`src/rtl/cdec8_dbg_pkg.sv`:
```
// Shared definitions for the CDEC8 debug observation bus scanner:
// FSM encoding, resource address map and window sizing helper.
package cdec8_dbg_pkg;

  typedef enum logic [1:0] {
    ST_IDLE   = 2'd0,
    ST_DRIVE  = 2'd1,
    ST_SAMPLE = 2'd2,
    ST_COMMIT = 2'd3
  } scan_state_t;

  // Resource map of the observation bus (subset that the editor displays)
  localparam logic [7:0] RES_AD_PC_LO = 8'h00;
  localparam logic [7:0] RES_AD_PC_HI = 8'h01;
  localparam logic [7:0] RES_AD_ACC   = 8'h02;
  localparam logic [7:0] RES_AD_IR    = 8'h03;
  localparam logic [7:0] RES_AD_CTRL  = 8'h0B;
  localparam logic [7:0] RES_AD_LAST  = 8'h0F;

  localparam logic [7:0] PARK_AD_DEF  = 8'hFF;
  localparam int         SNAP_DEPTH   = 16;

  function automatic int win_size(input logic [7:0] first_ad, input logic [7:0] last_ad);
    return int'(last_ad) - int'(first_ad) + 1;
  endfunction

endpackage

```
`src/rtl/cdec8_res_scanner_if.sv`:
```
// Debug observation bus: scanner drives the address, addressed resource replies.
interface cdec8_res_scanner_if;
  logic [7:0] resad;
  logic [7:0] resdt;

  modport master (output resad, input resdt);
  modport slave  (input resad, output resdt);
endinterface

```
`src/rtl/cdec8_snap_buf.sv`:
```
// 16x8 shadow (filled per address) plus snapshot (bulk-committed) with a
// registered read port; indices at or beyond DEPTH read as zero.
module cdec8_snap_buf
  import cdec8_dbg_pkg::*;
#(
  parameter int DEPTH = SNAP_DEPTH
) (
  input  logic       clock,
  input  logic       reset,
  input  logic       wr_en,
  input  logic [3:0] wr_idx,
  input  logic [7:0] wr_dt,
  input  logic       commit,
  input  logic [3:0] rd_idx,
  output logic [7:0] rd_dt
);

  logic [7:0] shadow [SNAP_DEPTH];
  logic [7:0] snap   [SNAP_DEPTH];

  always_ff @(posedge clock) begin
    if (reset) begin
      for (int i = 0; i < SNAP_DEPTH; i++) begin
        shadow[i] <= 8'h00;
        snap[i]   <= 8'h00;
      end
      rd_dt <= 8'h00;
    end else begin
      if (wr_en) shadow[wr_idx] <= wr_dt;
      // Whole window moves in one edge so readers never see a mixed image
      if (commit) begin
        for (int i = 0; i < SNAP_DEPTH; i++) snap[i] <= shadow[i];
      end
      rd_dt <= ({1'b0, rd_idx} < 5'(DEPTH)) ? snap[rd_idx] : 8'h00;
    end
  end

endmodule

```
`src/rtl/cdec8_res_scanner.sv`:
```
// Walks the debug resource window, samples each reply after a bus settle
// time and commits the completed window to the snapshot buffer.
module cdec8_res_scanner
  import cdec8_dbg_pkg::*;
#(
  parameter logic [7:0] FIRST_AD = 8'h00,
  parameter logic [7:0] LAST_AD  = RES_AD_LAST,
  parameter int         SETTLE   = 2,
  parameter logic [7:0] PARK_AD  = PARK_AD_DEF
) (
  input  logic                  clock,
  input  logic                  reset,
  input  logic                  start,
  input  logic                  cont,
  input  logic                  abort,
  cdec8_res_scanner_if.master   dbg,
  output logic                  busy,
  output logic                  done,
  output logic [7:0]            scan_cnt,
  input  logic [3:0]            rd_idx,
  output logic [7:0]            rd_dt
);

  localparam int         N         = win_size(FIRST_AD, LAST_AD);
  localparam logic [3:0] SETTLE_TC = 4'(SETTLE - 1);

  scan_state_t state;
  logic [7:0]  resad_q;
  logic [3:0]  idx;
  logic [3:0]  settle_cnt;

  assign dbg.resad = resad_q;

  always_ff @(posedge clock) begin
    if (reset) begin
      state      <= ST_IDLE;
      resad_q    <= PARK_AD;
      idx        <= 4'd0;
      settle_cnt <= 4'd0;
      busy       <= 1'b0;
      done       <= 1'b0;
      scan_cnt   <= 8'h00;
    end else begin
      done <= 1'b0;
      case (state)
        ST_IDLE: begin
          resad_q <= PARK_AD;
          if ((start | cont) & ~abort) begin
            state      <= ST_DRIVE;
            resad_q    <= FIRST_AD;
            idx        <= 4'd0;
            settle_cnt <= 4'd0;
            busy       <= 1'b1;
          end
        end
        ST_DRIVE: begin
          if (abort) begin
            state   <= ST_IDLE;
            resad_q <= PARK_AD;
            busy    <= 1'b0;
          end else begin
            settle_cnt <= settle_cnt + 4'd1;
            if (settle_cnt == SETTLE_TC) state <= ST_SAMPLE;
          end
        end
        ST_SAMPLE: begin
          if (abort) begin
            state   <= ST_IDLE;
            resad_q <= PARK_AD;
            busy    <= 1'b0;
          end else if (resad_q == LAST_AD) begin
            // Park during commit so every window address is held equally long
            state   <= ST_COMMIT;
            resad_q <= PARK_AD;
          end else begin
            state      <= ST_DRIVE;
            resad_q    <= resad_q + 8'd1;
            idx        <= idx + 4'd1;
            settle_cnt <= 4'd0;
          end
        end
        ST_COMMIT: begin
          done     <= 1'b1;
          scan_cnt <= scan_cnt + 8'd1;
          if (cont & ~abort) begin
            state      <= ST_DRIVE;
            resad_q    <= FIRST_AD;
            idx        <= 4'd0;
            settle_cnt <= 4'd0;
          end else begin
            state   <= ST_IDLE;
            resad_q <= PARK_AD;
            busy    <= 1'b0;
          end
        end
        default: begin
          state   <= ST_IDLE;
          resad_q <= PARK_AD;
          busy    <= 1'b0;
        end
      endcase
    end
  end

  cdec8_snap_buf #(.DEPTH(N)) u_snap_buf (
    .clock  (clock),
    .reset  (reset),
    .wr_en  ((state == ST_SAMPLE) && !abort),
    .wr_idx (idx),
    .wr_dt  (dbg.resdt),
    .commit (state == ST_COMMIT),
    .rd_idx (rd_idx),
    .rd_dt  (rd_dt)
  );

endmodule
```
`src/flat_wrapper.sv`:
```
// flat-port wrapper written by rule: the top's interface ports become plain ports
module cdec8_res_scanner_flat import cdec8_dbg_pkg::*;
#(
  parameter logic [7:0] FIRST_AD = 8'h00,
  parameter logic [7:0] LAST_AD  = RES_AD_LAST,
  parameter int         SETTLE   = 2,
  parameter logic [7:0] PARK_AD  = PARK_AD_DEF
)
  (clock, reset, start, cont, abort, busy, done, scan_cnt, rd_idx, rd_dt, dbg_resad, dbg_resdt);
  cdec8_res_scanner_if dbg_i ();
  input  logic clock;
  input  logic reset;
  input  logic start;
  input  logic cont;
  input  logic abort;
  output logic busy;
  output logic done;
  output logic [7:0] scan_cnt;
  input  logic [3:0] rd_idx;
  output logic [7:0] rd_dt;
  output wire logic [$bits(dbg_i.resad)-1:0] dbg_resad;
  input wire logic [$bits(dbg_i.resdt)-1:0] dbg_resdt;
  assign dbg_resad = dbg_i.resad;
  assign dbg_i.resdt = dbg_resdt;
  cdec8_res_scanner #(.FIRST_AD(FIRST_AD), .LAST_AD(LAST_AD), .SETTLE(SETTLE), .PARK_AD(PARK_AD)) u_core (.clock(clock), .reset(reset), .start(start), .cont(cont), .abort(abort), .dbg(dbg_i), .busy(busy), .done(done), .scan_cnt(scan_cnt), .rd_idx(rd_idx), .rd_dt(rd_dt));
endmodule
```
`config.mk`:
```
export PLATFORM = sky130hd
export DESIGN_NAME = cdec8_res_scanner_flat
export DESIGN_NICKNAME = d
export VERILOG_FILES = /design/src/rtl/cdec8_dbg_pkg.sv /design/src/rtl/cdec8_res_scanner_if.sv /design/src/rtl/cdec8_snap_buf.sv /design/src/rtl/cdec8_res_scanner.sv /design/src/flat_wrapper.sv
export SDC_FILE = /design/constraint.sdc
export NUM_CORES = 1
export LEC_CHECK = 0
export CAP_MARGIN = 20
export CORE_UTILIZATION = 46
export CTS_BUF_LIST = sky130_fd_sc_hd__clkbuf_8
export DETAILED_ROUTE_END_ITERATION = 8
export GPL_TIMING_DRIVEN = 0
export SLEW_MARGIN = 25
export SYNTH_ARGS = -nofsm -noshare
export SYNTH_HDL_FRONTEND = slang
export SYNTH_SLANG_ARGS = --single-unit
```
`constraint.sdc`:
```
create_clock -name clock -period 5.4 [get_ports clock]
set_input_delay 1.08 -clock clock [delete_from_list [all_inputs] [get_ports clock]]
set_output_delay 1.08 -clock clock [all_outputs]
set_load 0.05 [all_outputs]
```
**Word level (Yosys, flattened, before mapping)**

Memories as Yosys holds them, arrays and structs flattened. A register that Yosys moved wholly into a read port is not among the register bits.
Index checks and enable logic that the tools add are counted.
Widths: inputs -> output; s select.

- Divide/modulo/power cells: 0
- Shifts and indexed selects: 0
- Bitwise logic cells: 20
- Multiply operators: 0
- Reductions and logical operators: 10
- Mux-type cells: 53
- Equal/unequal tests: 14
- Magnitude comparators: 0
- Add/subtract/negate cells: 4

Operators with widths:

| operator | number |
|---|---|
| $mux 8 | 22 |
| $mux 4 | 8 |
| $pmux 8 s4 | 1 |
| $or 1x1->1 | 17 |
| $add 8x1->8 const B | 2 |
| $pmux 4 s4 | 1 |
| $mux 1 | 13 |
| $pmux 4 s3 | 1 |
| $mux 2 | 5 |
| $ne 2x2->1 const B | 5 |
| $reduce_and 5->1 | 2 |
| $add 4x1->4 const B | 2 |
| $eq 8x4->1 const B | 1 |
| $pmux 2 s4 | 1 |
| $reduce_or 8->1 | 1 |
| $ne 2x1->1 const B | 3 |
| $eq 2x2->1 const B | 2 |
| $eq 4x1->1 const B | 1 |
| $ne 3x2->1 const B | 1 |
| $pmux 1 s3 | 1 |
| $reduce_and 3->1 | 1 |
| $reduce_bool 3->1 | 1 |
| $and 1x1->1 | 2 |
| $eq 2x1->1 const B | 1 |
| other kinds (6) | 6 |

- ROM bits: 0
- Word-level logic and storage cells: 110
- Input port bits: 17
- Bits in latches: 0
- Memory bits (writable): 256
- Bits in registers: 28
- Output and inout bits: 26
- Memories kept: 2

Memory list:

| name | depth | width | read ports | clocked after memory_dff | write ports | line | source |
|---|---|---|---|---|---|---|---|
| u_core.u_snap_buf.shadow | 16 | 8 | 16 | 0 | 16 | cdec8_snap_buf.sv:18 | `logic [7:0] shadow [SNAP_DEPTH];` |
| u_core.u_snap_buf.snap | 16 | 8 | 1 | 1 | 16 | cdec8_snap_buf.sv:19 | `logic [7:0] snap [SNAP_DEPTH];` |

**Depth between registers and ports, before layout**

- Depth in word-level cells: 7
- Gate-level depth with buffers: 8
- Gate-level depth less buffers: 7

**By module**

A second synthesis with hierarchy kept.

- Cells, all modules: 920
- Area, all modules: 12,519.5 um2

By module, submodules not included:

| module | cells an instance | seq. area each (um2) | area an instance (um2) | instances |
|---|---|---|---|---|
| cdec8_snap_buf | 730 | 7,847.5 | 10,974.3 | 1 |
| cdec8_res_scanner | 190 | 560.5 | 1,545.2 | 1 |

**Least setup slack after synthesis**

OpenSTA, ideal clock, no wires.

- Path kind: input port to flip-flop
- From: input port reset
- To: memory u_core.u_snap_buf.snap[0][0] (enable)
- Arrival time: 3.149 ns
- Setup time: 0.433 ns
- Data required time: 4.967 ns
- Path buffers: 2
- Stages: 3
- Path slack: 1.817 ns
- Path through: buf_2 clkbuf_1 or2_2

RTL lines:

| element | line | source |
|---|---|---|
| start, declared | flat_wrapper.sv:12 | `input logic reset;` |
| end, declared | cdec8_snap_buf.sv:19 |  |

==> results by group <==
Critical path
  – Reg-to-reg critical path endpoint: u_core.u_snap_buf.shadow[1][5]
  – Critical Path Source: reset
  – Critical Path Max Stage Delay: 0.62 ns
  – Critical path peak fanout: 50
  – R2R Path Start: u_core.state[1]
  – Crit path to: u_core.u_snap_buf.snap[12][3]
  – Slowest-stage cell, CP: clkdlybuf4s50_1
  – Buffers plus inverters on the worst setup path: 5
  – Worst path depth: 6
  – WS Path Type: primary input to flip-flop
  – Delay-heaviest family, CP: buffers and inverters
  – WP data arrival: 3.76 ns
  – FF-to-FF path depth: 4
  – Crit-path cells: clkdlybuf4s50_1 -> buf_2 -> clkbuf_1 -> or2_4 -> buf_12 -> buf_16
  – R2R setup slack: 2.50 ns
  – CP startpoint kind: primary input
  – Worst EP required: 5.63 ns
  – Crit. End Element: flip-flop

Synthesis
  – Ranking of synthesized cells by area: edfxtp_1 62%, and2_1 11%, dfxtp_1 5.8%
  – Synth cell count leaders: 256 x edfxtp_1, 209 x and2_1, 54 x nor2b_1, 36 x dfxtp_1, 34 x nor2_1
  – Most used DFF post-synth: edfxtp_1
  – Ys async rst share: 0
  – Yosys top cell area share: 0.618
  – #FFs+latches synth: 292
  – Number of flops mapped to enable cells by yosys: 256
  – Syn Area/Cell: 14.4 um^2
  – Syn Inst Count: 862
  – Post-synthesis cell type count: 48
  – Count leader, synth: edfxtp_1
  – YS warnings: 0
  – Sequential area share after synthesis: 0.676
  – Mapped cell area: 0.0124 mm^2
  – Synth Net Count: 892
  – Synth area leader: edfxtp_1

Clocking
  – Htree depth: 2
  – Sink Count: 292
  – Clock Latency Late Sink: 0.56 ns
  – Clock Pin Slew Worst Setup and Hold Paths: 0.06 ns
  – CTS Buf Count: 50
  – CTS Hold Bufs: 0
  – Clock root cell: clkbuf_8
  – CTS tree: yes
  – Setup bufs post-CTS: 0
  – Clock Tree Buf Depth: 3
  – Post_cts resized: 0

GRT
  – Met2 Usage GRT: 0.353
  – Overflow after GRT: 0
  – Aggregate global-route resource usage: 0.209
  – GRT met1 Usage: 0.274
  – Number of global-route vias before repair: 7057
  – GRT met3 Usage: 0.0394
  – Initial antenna violation count: 1
  – Largest net degree at the start of global routing: 51
  – First-pass GRT wire length: 42200 um
  – GRT busiest layer: met2

Routing
  – # DRC: 3
  – Routed Antenna Nets: 0
  – Pre-antenna DRT Iters: 7
  – Final WL: 28000 um
  – Initial drt markers: 453
  – Drt via density: 5.22
  – Via count: 6949
  – WL/cell: 21.0 um

Finish
  – Area growth syn-to-layout: 14.2%
  – Layout Nets: 985
  – Diodes inserted: 0
  – Share of cells above drive strength 1: 0.121
  – Final Core Density: 0.541

Die
  – Initial core utilization: 0.473
  – Die area: 0.0277 mm^2
  – Die X: 166 um
  – Placeable Area: 0.0263 mm^2
  – IO Pins: 43
  – Row count: 59
  – Chip height: 166 um

Job
  – Max Cap Viol: 0

Power
  – Leak: 5.18 nW
  – Power Dens Cells: 339 mW/mm^2
  – Worst IR Drop VDD: 0.000231 V
  – Final Total Pwr: 4.81 mW

STA
  – Final min period: 3.53 ns
  – Fin crit share: 0.653
  – Final Hold Vio Count: 0
  – Unrepaired setup endpoints after global routing: no
  – Setup violators final: 0
  – Worst Tran Pin Value: 1.07 ns
  – Worst relative slew slack: 0.283
  – Final setup margin: 1.87 ns
  – Slew Limit Fails: 0
  – Clock Skew: 0.0141 ns
  – Setup_tns: 0 ns
  – Achievable Freq: 284 MHz

Run status
  – Status: finished, violations left
  – Failing checks: DRC

Min path
  – Worst hold path type: flip-flop to flip-flop

Place
  – Port bufs: 39
  – RD Place Congestion: 0.832
  – Place WS: 1.29 ns
  – DP HPWL: 18300 um
[per-stage QoR]
stage / instances / hold slack [ns] / area [um^2]
2_1_floorplan: 862 / 0.493 / 12400
3_3_place_gp: 1236 / 0.482 / 13300
3_5_place_dp: 1238 / 0.484 / 13300
4_1_cts: 1331 / 0.502 / 14200
5_1_grt: 1331 / 0.526 / 14200
6_report: 1331 / 0.507 / 14200
[area by class of cell]
type | count | area [um^2]
fill | 2223 | 12100
sequential | 292 | 8410
multi-input combinational | 516 | 3800
clock buffer | 55 | 757
timing repair buffer | 41 | 438
tap | 335 | 419
buffer | 46 | 205
clock inverter | 38 | 149
inverter | 8 | 30.0
[worst reg2reg max path: cells and delay by family, from the launching register on]
family | cells | cell delay, ns
simple gates | 3 | 1.82
flops | 1 | 0.45
fa+ha+maj | 1 | 0.31
[registers in the layout (all words and copies together), names as in the netlist]
name,flops
u_core.busy,1
u_core.dbg.resad,8
u_core.done,1
u_core.idx,4
u_core.scan_cnt,8
u_core.settle_cnt,4
u_core.state,2
u_core.u_snap_buf.rd_dt,8
u_core.u_snap_buf.shadow,128
u_core.u_snap_buf.snap,128
[worst min-delay path by stage]
| stage | start | to | depth (start not counted) |
|---|---|---|---|
| 2_1_floorplan | u_core.settle_cnt[3] | u_core.settle_cnt[3] | 1 |
| 3_3_place_gp | u_core.busy | u_core.busy | 2 |
| 3_5_place_dp | u_core.scan_cnt[7] | u_core.scan_cnt[7] | 2 |
| 4_1_cts | u_core.scan_cnt[7] | u_core.scan_cnt[7] | 2 |
| 5_1_grt | u_core.u_snap_buf.shadow[3][6] | u_core.u_snap_buf.snap[3][6] | 1 |
| 6_report | u_core.scan_cnt[7] | u_core.scan_cnt[7] | 2 |
[per-layer routing]
| metal | vias to the layer above | routed length (um) |
|---|---|---|
| li1 | 3300 | - |
| met2 | 200 | 13900 |
| met5 | - | 0 |
| met1 | 3408 | 12000 |
| met4 | 0 | 625 |
| met3 | 41 | 1560 |
[placed cells by master, fill, tap and decap left out, types with 15 or more instances in the layout]
cell type	n
edfxtp_1	256
and2_1	209
clkbuf_8	55
nor2b_1	54
clkdlybuf4s50_1	39
dfxtp_1	36
inv_1	34
nor2_1	34
mux4_2	32
clkbuf_1	30
nand2_1	28
a21oi_1	21
mux2i_1	19
o21ai_0	15
[kinds of logic after synthesis]
group	after synthesis	share of synthesized area
buffers and inverters	54	0.0189
flip-flops	292	0.676
multiplexers	51	0.0732
AO/OA/AOI/OAI	73	0.0375
adder cells (fa/ha/maj)	13	0.0131
AND/OR/NAND/NOR	373	0.177
XOR/XNOR	6	0.00422
[report_power, final]
group,internal (mW),switching (mW),total (mW)
Clock,0.930,0.853,1.78
Combinational,0.151,0.270,0.421
Sequential,2.56,0.0455,2.61
Total,3.64,1.17,4.81
Note: power is estimated with default switching activity, not from simulation.
==> RTL edit 1, RTL diff (same flow settings) <==
`FIRST_AD` is set to 8'h00 in 2 places; all go to 8'h01.
--- a/src/rtl/cdec8_res_scanner.sv
+++ b/src/rtl/cdec8_res_scanner.sv
@@ -3,7 +3,7 @@
 module cdec8_res_scanner
   import cdec8_dbg_pkg::*;
 #(
-  parameter logic [7:0] FIRST_AD = 8'h00,
+  parameter logic [7:0] FIRST_AD = 8'h01,
   parameter logic [7:0] LAST_AD  = RES_AD_LAST,
   parameter int         SETTLE   = 2,
   parameter logic [7:0] PARK_AD  = PARK_AD_DEF
--- a/src/flat_wrapper.sv
+++ b/src/flat_wrapper.sv
@@ -1,7 +1,7 @@
 // flat-port wrapper written by rule: the top's interface ports become plain ports
 module cdec8_res_scanner_flat import cdec8_dbg_pkg::*;
 #(
-  parameter logic [7:0] FIRST_AD = 8'h00,
+  parameter logic [7:0] FIRST_AD = 8'h01,
   parameter logic [7:0] LAST_AD  = RES_AD_LAST,
   parameter int         SETTLE   = 2,
   parameter logic [7:0] PARK_AD  = PARK_AD_DEF
Formal check against the unedited RTL: not equivalent (Yosys sat finds a counterexample within 4 cycles, from zero or initial values and one cycle with reset high).
==> RTL edit 1 against the unedited design <==
The flow still finishes with violations (design-rule violations). Sequential share of layout area rose by 0.33 points. Core utilization fell by 0.15 points. Final area fell by 0.55%. Worst setup slack got worse by 0.13 ns. Global-route usage fell by 0.13 points. Sequential cell count did not move. Clock power fell by 4%. Register-to-register slack got worse by 0.29 ns. Combinational power rose by 1%. Synthesized area fell by 0.42%. Critical path depth did not move. Final cell count fell by 0.45%. Routed wire length fell by 0.74%. Power fell by 2.0%. Critical path type unchanged. Critical endpoint is now u_core.u_snap_buf.snap[2][2]$_SDFFCE_PN0P_. Largest cell class unchanged. Largest power group unchanged. Highest routed layer unchanged.
==> RTL edit 1: results (changes against the unedited design) <==
| Metric | Value |
|---|---|
| P per Cell Area | `334 nW/µm² (-1.4%)` |
| Layout cell share with drive strength beyond 1 | `11.2% (-0.94 points)` |
| Met1 Use GR | `28.5% (+1.1 points)` |
| Total wire length | `27.8 mm (-0.74%)` |
| Skew final | `0.0241 ns (+0.0100 ns)` |
| Dpl cell area | `13300 µm² (about the same)` |
| Seq pwr share | `54.9% (+0.7 points)` |
| Sequential-to-total area share from yosys stat | `67.9% (+0.29 points)` |
| Cell Int Power | `3.57 mW (-2.1%)` |
| Synth top cells by count | `256 x edfxtp_1, 210 x and2_1, 50 x nor2b_1` |
| Leakage | `5.20 nW (+0.52%)` |
| Worst path max stage delay | `0.68 ns (+0.06 ns)` |
| Mapped Nets | `891 (-0.11%)` |
| Placed insts | `1241 (+0.24%)` |
| Total track usage | `20.8% (-0.13 points)` |
| Largest cells by area after synthesis | `edfxtp_1 62%, and2_1 11%, dfxtp_1 5.8%, mux4_2 5.8%, nor2b_1 2.5%` |
| Violated checks | `design-rule violations` |
| Worst path arrival time | `3.87 ns (+0.11 ns)` |
| Worst Tran Pin Value | `1.05 ns (-0.0216 ns)` |
| Status | `complete, but fails checks` |
| Synth Instances | `861 (-0.12%)` |
| Routed wl met2 | `13.1 mm (-5.4%)` |
| R2R cell count | `6 (+2)` |
| Tmin final | `3.66 ns (+0.130 ns)` |
| Fin nets | `986 (+0.10%)` |
| Routed WL per cell | `21.0 µm (-0.29%)` |
| Drt drc | `2 (-1)` |
| Clock Power Share | `36.1% (-1.0 points)` |
| Hold Slack | `0.487 ns (-0.0202 ns)` |
| DP HPWL | `19.0 mm (+3.3%)` |
[RTL edit 1: cell types whose count changed in the layout (fill, tap and decap cells not counted), moves of 4 or more]
cell,change
nand2_1,-7
clkbuf_1,+4
nor2b_1,-4
nor3_1,+4
clkbuf_8,-4
nor3_2,-4
a21oi_1,-5
[RTL edit 1: cell families (layout without fill, tap and decap cells)]
family | after synthesis | after routing | share of synthesized area [%]
xor gates and xnor gates | 6 | 6 | 0.424
muxes | 55 | 55 | 7.68
buffers and inverters | 58 | 187 | 1.89
DFF | 292 | 292 | 67.9
and+or+nand+nor | 364 | 364 | 17.2
AOI/OAI and AO/OA | 73 | 73 | 3.63
adders and majority gates | 13 | 13 | 1.31
[RTL edit 1: area by class of cell]
type / count / area (µm²)
clock buffers: 51 / 702
repair buffers: 45 / 480
fillers: 2187 / 12100
multi-input cells: 511 / 3750
flip-flops and latches: 292 / 8410
well taps: 335 / 419
plain buffers: 47 / 193
clock inverters: 33 / 135
inverters: 11 / 41.3
==> RTL edit 2, RTL diff (config.mk and constraints unchanged) <==
Without the edit above. Re-encode `scan_state_t` (4 states) as one-hot, 4 bits wide.
--- a/src/rtl/cdec8_dbg_pkg.sv
+++ b/src/rtl/cdec8_dbg_pkg.sv
@@ -2,11 +2,11 @@
 // FSM encoding, resource address map and window sizing helper.
 package cdec8_dbg_pkg;
 
-  typedef enum logic [1:0] {
-    ST_IDLE   = 2'd0,
-    ST_DRIVE  = 2'd1,
-    ST_SAMPLE = 2'd2,
-    ST_COMMIT = 2'd3
+  typedef enum logic [3:0] {
+    ST_IDLE   = 4'b0001,
+    ST_DRIVE  = 4'b0010,
+    ST_SAMPLE = 4'b0100,
+    ST_COMMIT = 4'b1000
   } scan_state_t;
 
   // Resource map of the observation bus (subset that the editor displays)
Behaviour: same outputs for any inputs over 10 cycles, from zero or initial values and one cycle with reset high; not proved beyond that.
==> RTL edit 2 against the unedited design <==
Final area increased by 0.77%. Count of clock-buffer cells in the layout grew 1. Die area grew 0.90%. Sequential cell count is 2 higher. Power decreased by 2.4%. Worst setup slack lost 0.70 ns. Clock skew is 0.0044 ns higher. Synthesized area rose by 0.92%. Routed wire length shrank 4.9%. First-iteration DRC count grew 0.44%. Register-to-register slack lost 0.02 ns.
==> RTL edit 2: results (changes against the unedited design) <==
| Metric | Value |
|---|---|
| DP Worst Slack | `0.525 ns (-0.767 ns)` |
| Worst path arrival time | `4.45 ns (+0.69 ns)` |
| Setup ws final | `1.18 ns (-0.697 ns)` |
| # rows | `60 (+1.7%)` |
| Initial antenna violation count | `0 (-1)` |
| Clkbuf count | `56 (+1.8%)` |
| Final Instance Count excl. Fillers | `1318 (-0.98%)` |
| Hold wc startpoint | `u_core.busy$_SDFFE_PP0P_` |
| Register-to-register setup slack | `2.48 ns (-0.02 ns)` |
| Portion of netlist area occupied by mux cells | `7.25% (-0.066 points)` |
| Placed insts | `1234 (-0.32%)` |
| Fraction of the mapped netlist area in compound gates | `2.48% (-1.3 points)` |
| Hold endpoint | `u_core.busy$_SDFFE_PP0P_` |
| Leakage | `5.20 nW (+0.39%)` |
| Sequential Area | `8450 µm² (+0.48%)` |
| Non-CTS inverters | `7 (-1)` |
| Max FO, Critical Path | `43 (-14%)` |
| Total track usage | `19.6% (-1.3 points)` |
| DP HPWL | `17.6 mm (-3.9%)` |
| Layout cell share with drive strength beyond 1 | `14.4% (+2.3 points)` |
| Non-clk bufs | `90 (+3.4%)` |
| Largest cells by area after synthesis | `edfxtp_1 61%, and2_1 10%, dfxtp_1 6.1%, mux4_2 5.7%, nor2b_1 2.5%` |
| Via count | `6827 (-1.8%)` |
| XOR/XNOR Fraction of Synth Area | `0.697% (+0.28 points)` |
| Pre-Repair DR Iteration Count | `4 (-3)` |
| Comb_multi_in | `502 (-2.7%)` |
| Seq Cell Count | `294 (+0.68%)` |
| Status | `complete, no violations` |
| R2R cell count | `6 (+2)` |
| Global-route wire length before repair | `40.1 mm (-5.0%)` |
| Largest net degree at the start of global routing | `44 (-14%)` |
| Max-slew headroom | `37.4% (+9.1 points)` |
| # fillers | `2228 (+0.22%)` |
[RTL edit 2: changes by cell type after synthesis, sizes merged, moves of 3 or more]
cell / delta
clkbuf: +4
nand2: -12
ha: -5
xor2: +4
nor2b: -3
a32o: -3
nor4b: +3
or2: +14
a21oi: -9
o21ai: -17
nor3: +4
[RTL edit 2: per-layer routing]
layer | vias up | track usage [%] | wire length [µm] | part of all wire [%]
li1 | 3256 | - | - | -
met1 | 3352 | 25.8 | 11700 | 44
met2 | 185 | 32.9 | 13000 | 49
met3 | 34 | 4.02 | 1540 | 5.8
met4 | 0 | 5.58 | 461 | 1.7
met5 | - | 0 | 0 | 0
[RTL edit 2: worst max-delay path, stage by stage]
cell	delay, ns
clkdlybuf4s50_1	0.59
clkbuf_1	0.57
clkbuf_1	0.50
clkbuf_1	0.44
or2_4	0.44
buf_12	0.27
buf_12	0.24
buf_12	0.27
